===== src/rtl/instr_fetch_unit.sv =====
// Instruction fetch front end: PC generation, synchronous imem reads, output register plus
// one-entry skid, branch redirect. Optional halt-on-zero-word behaviour under IFETCH_HALT_EN.
module instr_fetch_unit #(
  parameter int ADDR_W   = 11,
  parameter int DATA_W   = 32,
  parameter int RESET_PC = 0
) (
  input  logic              clk,
  input  logic              resetn,
  input  logic              cpu_en,
  output logic              imem_rd_en,
  output logic [ADDR_W-1:0] imem_rd_adrs,
  input  logic [DATA_W-1:0] imem_rd_data,
  input  logic              br_taken,
  input  logic [ADDR_W-1:0] br_target,
  input  logic              id_stall,
  output logic              if_valid,
  output logic [DATA_W-1:0] if_instr,
  output logic [ADDR_W-1:0] if_pc,
  output logic              halted
);

  logic [ADDR_W-1:0] fetch_pc;
  logic [ADDR_W-1:0] rd_pc;
  logic              rd_pending;
  logic              skid_valid;
  logic [DATA_W-1:0] skid_instr;
  logic [ADDR_W-1:0] skid_pc;
  logic              halted_q;

  logic              branch;
  logic              word_in;
  logic              consume;
  logic              slot_free;
  logic              out_load;
  logic              skid_load;
  logic [DATA_W-1:0] out_instr_n;
  logic [ADDR_W-1:0] out_pc_n;

  assign branch    = br_taken && cpu_en;
  // A word returning in the branch cycle belongs to the abandoned path.
  assign word_in   = rd_pending && !branch && !halted_q;
  assign consume   = if_valid && !id_stall && cpu_en;
  assign slot_free = !if_valid || consume;

  assign imem_rd_en   = resetn && (branch ||
                        (cpu_en && !halted_q && !skid_valid &&
                         !(if_valid && id_stall && rd_pending)));
  assign imem_rd_adrs = branch ? br_target : fetch_pc;
  assign halted       = halted_q;

  always_comb begin
    out_load    = 1'b0;
    skid_load   = 1'b0;
    out_instr_n = imem_rd_data;
    out_pc_n    = rd_pc;
    if (!branch) begin
      if (slot_free) begin
        if (skid_valid) begin
          out_load    = 1'b1;
          out_instr_n = skid_instr;
          out_pc_n    = skid_pc;
          skid_load   = word_in;
        end else if (word_in) begin
          out_load = 1'b1;
        end
      end else if (word_in) begin
        skid_load = 1'b1;
      end
    end
  end

  always_ff @(posedge clk) begin
    if (!resetn) begin
      fetch_pc   <= ADDR_W'(RESET_PC);
      rd_pending <= 1'b0;
      rd_pc      <= '0;
      if_valid   <= 1'b0;
      if_instr   <= '0;
      if_pc      <= '0;
      skid_valid <= 1'b0;
      skid_instr <= '0;
      skid_pc    <= '0;
    end else begin
      rd_pending <= imem_rd_en;
      if (imem_rd_en) begin
        rd_pc    <= imem_rd_adrs;
        fetch_pc <= imem_rd_adrs + ADDR_W'(1);
      end
      if (branch) begin
        if_valid   <= 1'b0;
        skid_valid <= 1'b0;
      end else begin
        if (out_load) begin
          if_valid <= 1'b1;
          if_instr <= out_instr_n;
          if_pc    <= out_pc_n;
        end else if (consume) begin
          if_valid <= 1'b0;
        end
        if (skid_load) begin
          skid_valid <= 1'b1;
          skid_instr <= imem_rd_data;
          skid_pc    <= rd_pc;
        end else if (out_load && skid_valid) begin
          skid_valid <= 1'b0;
        end
      end
    end
  end

`ifdef IFETCH_HALT_EN
  // halted rises together with if_valid of the all-zero word.
  always_ff @(posedge clk) begin
    if (!resetn)
      halted_q <= 1'b0;
    else if (branch)
      halted_q <= 1'b0;
    else if (out_load && (out_instr_n == '0))
      halted_q <= 1'b1;
  end
`else
  assign halted_q = 1'b0;
`endif

endmodule

===== config.mk =====
export PLATFORM = sky130hd
export DESIGN_NAME = instr_fetch_unit
export DESIGN_NICKNAME = d
export VERILOG_FILES = /design/src/rtl/instr_fetch_unit.sv
export SDC_FILE = /design/constraint.sdc
export NUM_CORES = 1
export LEC_CHECK = 0
export CAP_MARGIN = 5
export CORE_ASPECT_RATIO = 0.5
export CORE_MARGIN = 1
export CORE_UTILIZATION = 40
export CTS_BUF_LIST = sky130_fd_sc_hd__clkbuf_8
export CTS_CLUSTER_DIAMETER = 40
export DETAILED_ROUTE_END_ITERATION = 8
export DONT_BUFFER_PORTS = 1
export PLACE_DENSITY = 0.57
export SYNTH_ARGS = -nofsm -noshare
export SYNTH_HDL_FRONTEND = slang
export SYNTH_SLANG_ARGS = --single-unit

===== constraint.sdc =====
create_clock -name clk -period 2.07 [get_ports clk]
set_input_delay 0.414 -clock clk [delete_from_list [all_inputs] [get_ports clk]]
set_output_delay 0.414 -clock clk [all_outputs]
set_load 0.03 [all_outputs]

==> results.txt <==
Outcome -> finished clean
DIE WIDTH -> 155 um
Mapped Cells -> 546
Gate power share -> 0.102
CTS Hold Bufs -> 0
CP Launch Type -> register
Reg2reg setup slack -> 0.26 ns
GP Congestion -> 0.808
Routed Antenna Nets -> 0
Crit path DAT -> 1.41 ns
Fin nets -> 582
Synth warnings -> 0
Mapped Area -> 4660 sq um
Count of cell types in the netlist -> 39
CTS H-tree depth -> 3
1st-iter DRT viols -> 149
Full die area -> 12100 sq um
Setup bufs post-CTS -> 0
Hold slack -> 0.163 ns
Layout cell share with drive strength beyond 1 -> 0.0911
ANT cells -> 0
Worst Tran Pin Value -> 0.704 ns
Max clock buf depth -> 2
R2R Path End -> fetch_pc[0]$_SDFFE_PN0P_
Clock Power Share -> 0.297
Sequential element share of the synthesized area -> 0.477
Final hold violations -> 0
I/O Buffers -> 0
Post-CTS sizing -> 0
CTS clk-pin slew, worst paths -> 0.11 ns
Post-synth EDFFs -> 0
Largest net degree at the start of global routing -> 51
TritonRoute pass-1 iters -> 4
Clock sink total -> 111
Avg Vias per Cell -> 5.06
Area growth, synth to finish -> 9.02%
Rows -> 27
Vias in the first global route -> 3282
Max VDD drop -> 295 uV
Synthesized flop and latch total -> 111
Setup TNS -> 0 ns
Die Span Y -> 78.4 um
Hold WC Path Type -> in2reg
GR Overflow Total -> 0
Initial Utilization -> 0.417
Crit. End Element -> primary output
Non-filler cells, final -> 697
Net Count, Synth -> 595
Sequential Power Share -> 0.602
Overall Global Routing Usage -> 0.179
Core Region -> 11200 sq um
I/O pins -> 105
Via count of the routed design -> 3525
Hpwl dp -> 6920 um
Worst setup path end -> imem_rd_en
Pint -> 2.85 mW
Leak Pwr -> 2.07 nW
Max-slew violation count -> 0
Routed WL -> 10300 um
Worst flop-to-flop path startpoint -> skid_valid$_SDFFE_PP0P_
Antenna violations before repair -> 0
CTS root buffer -> clkbuf_8
CTS tree -> done
Final Cycle Share -> 0.881
Sw frac -> 0.290
Crit path max fanout -> 7
Post-synthesis async set-or-reset flop share -> 0
Clk_skew -> 0.0117 ns
First-pass GRT wire length -> 17000 um
Syn Area/Cell -> 8.54 sq um
Tmin final -> 1.82 ns
RSZ-0062 raised after global routing -> false
Primary FF master, synth -> dfxtp_1
Max-Cap Viols -> 0
Pwr per Cell Area -> 789 nW/um^2
Drt drc -> 0
R2R cell count -> 6
# setup viols final -> 0
Wire length per cell -> 14.8 um
Sw power -> 1.16 mW
Setup CP Type -> reg2out
F_max -> 548 MHz
Req. time, crit path -> 1.66 ns
CTS Buf Count -> 9
# placed instances -> 681
Relative slew slack -> 0.527
Worst-Skew Late Latency -> 0.37 ns
CP Launch Point -> skid_valid$_SDFFE_PP0P_
-- worst min path at each step --
stage | from | endpoint | slack (ns) | cells past startpoint
2_1_floorplan | skid_instr[0]$_SDFFE_PN0P_ | skid_instr[0]$_SDFFE_PN0P_ | 0.44 | 2
3_3_place_gp | skid_instr[10]$_SDFFE_PN0P_ | skid_instr[10]$_SDFFE_PN0P_ | 0.44 | 2
3_5_place_dp | skid_instr[4]$_SDFFE_PN0P_ | skid_instr[4]$_SDFFE_PN0P_ | 0.45 | 2
4_1_cts | imem_rd_data[20] | skid_instr[20]$_SDFFE_PN0P_ | 0.14 | 2
5_1_grt | imem_rd_data[19] | skid_instr[19]$_SDFFE_PN0P_ | 0.13 | 2
6_report | resetn | rd_pc[8]$_SDFFE_PN0P_ | 0.16 | 1
-- cells in the final DEF, fill, tap and decap left out, drive strengths merged --
cell type / n
and2: 1
a31oi: 1
mux2: 6
a21oi: 50
o31a: 1
o311ai: 2
xor2: 1
o211a: 2
or3: 1
nor3: 6
o2111ai: 1
mux2i: 47
nand3: 9
buf: 21
and3: 4
nand4b: 1
a21boi: 1
dfxtp: 111
o21ai: 8
nand4: 7
clkinvlp: 2
nand2: 108
inv: 10
clkinv: 3
nand2b: 1
o21a: 1
nor2: 63
a211oi: 47
or4: 1
conb: 1
o211ai: 4
o22ai: 2
ha: 1
xnor2: 2
clkbuf: 10
o311a: 1
-- layout make-up --
cell class	instances	area, sq um
clock buffer	10	138
clock inverter	6	37.5
fill	1125	6100
inverter	9	33.8
multi-input combinational	381	2220
sequential	111	2220
tap	159	199
timing repair buffer	21	233
-- worst max-delay path, stage by stage, from the launching register on --
cell and delay (ns):
dfxtp_1 0.39, a31oi_1 0.26, o211ai_1 0.15, inv_1 0.25
-- flip-flops by register name (all words and copies together), names as in the netlist --
register,cells
skid_pc,11
if_pc,11
skid_valid,1
if_instr,32
fetch_pc,11
if_valid,1
skid_instr,32
rd_pending,1
rd_pc,11
-- cells in the mapped netlist (2+ instances only) --
cell type  count  area, sq um
buf_6          3         33.8
nand3_1        9         45.0
xnor2_1        2         17.5
o22ai_1        2         12.5
a211oi_1      47          353
buf_2          7         35.0
nand2_1      108          405
inv_1          9         33.8
o311ai_0       2         17.5
nand4_1        7         43.8
a21oi_1       50          250
clkbuf_1      30          113
and3_1         4         25.0
o21ai_1        3         15.0
dfxtp_1      111         2220
nor3_1         5         25.0
buf_4          5         37.5
o21ai_0        5         25.0
o211ai_1       4         30.0
nor2_1        63          236
mux2i_1       47          470
mux2_2         5         56.3
o211a_1        2         20.0
-- logic make-up after synthesis --
family / count (synthesis) / synth area share
compound gates: 121 / 0.166
xor+xnor: 3 / 0.00564
fa+ha+maj: 1 / 0.00268
buf+inv: 54 / 0.0542
flops: 111 / 0.477
mux: 53 / 0.116
other cells: 1 / 0.000804
simple gates: 202 / 0.178
-- through the flow --
| stage | power (mW) | area [sq um] | setup WS (ns) | util |
|---|---|---|---|---|
| after CTS | 4.07 | 5080 | 0.216 | 0.455 |
| after detailed placement | 2.88 | 4910 | 0.228 | 0.439 |
| after global placement | 2.87 | 4910 | 0.233 | 0.439 |
| after floorplan | 2.77 | 4690 | 0.00140 | - |
| final | 4.01 | 5080 | 0.245 | 0.455 |
| after global routing | 4.20 | 5080 | 0.105 | 0.455 |
-- per-layer routing --
metal / track usage / wire length (um)
met4: 0.0446 / 83
met5: 0 / 0
met1: 0.246 / 5290
met2: 0.266 / 4190
met3: 0.0602 / 766
-- power groups by stage --
stage	logic (mW)	clock network, mW	registers [mW]
after floorplan	0.333	0	2.44
after global placement	0.408	0	2.46
after detailed placement	0.412	0	2.47
after CTS	0.412	1.24	2.42
after global routing	0.460	1.31	2.43
final	0.408	1.19	2.41
(Power assumes the default switching activity.)
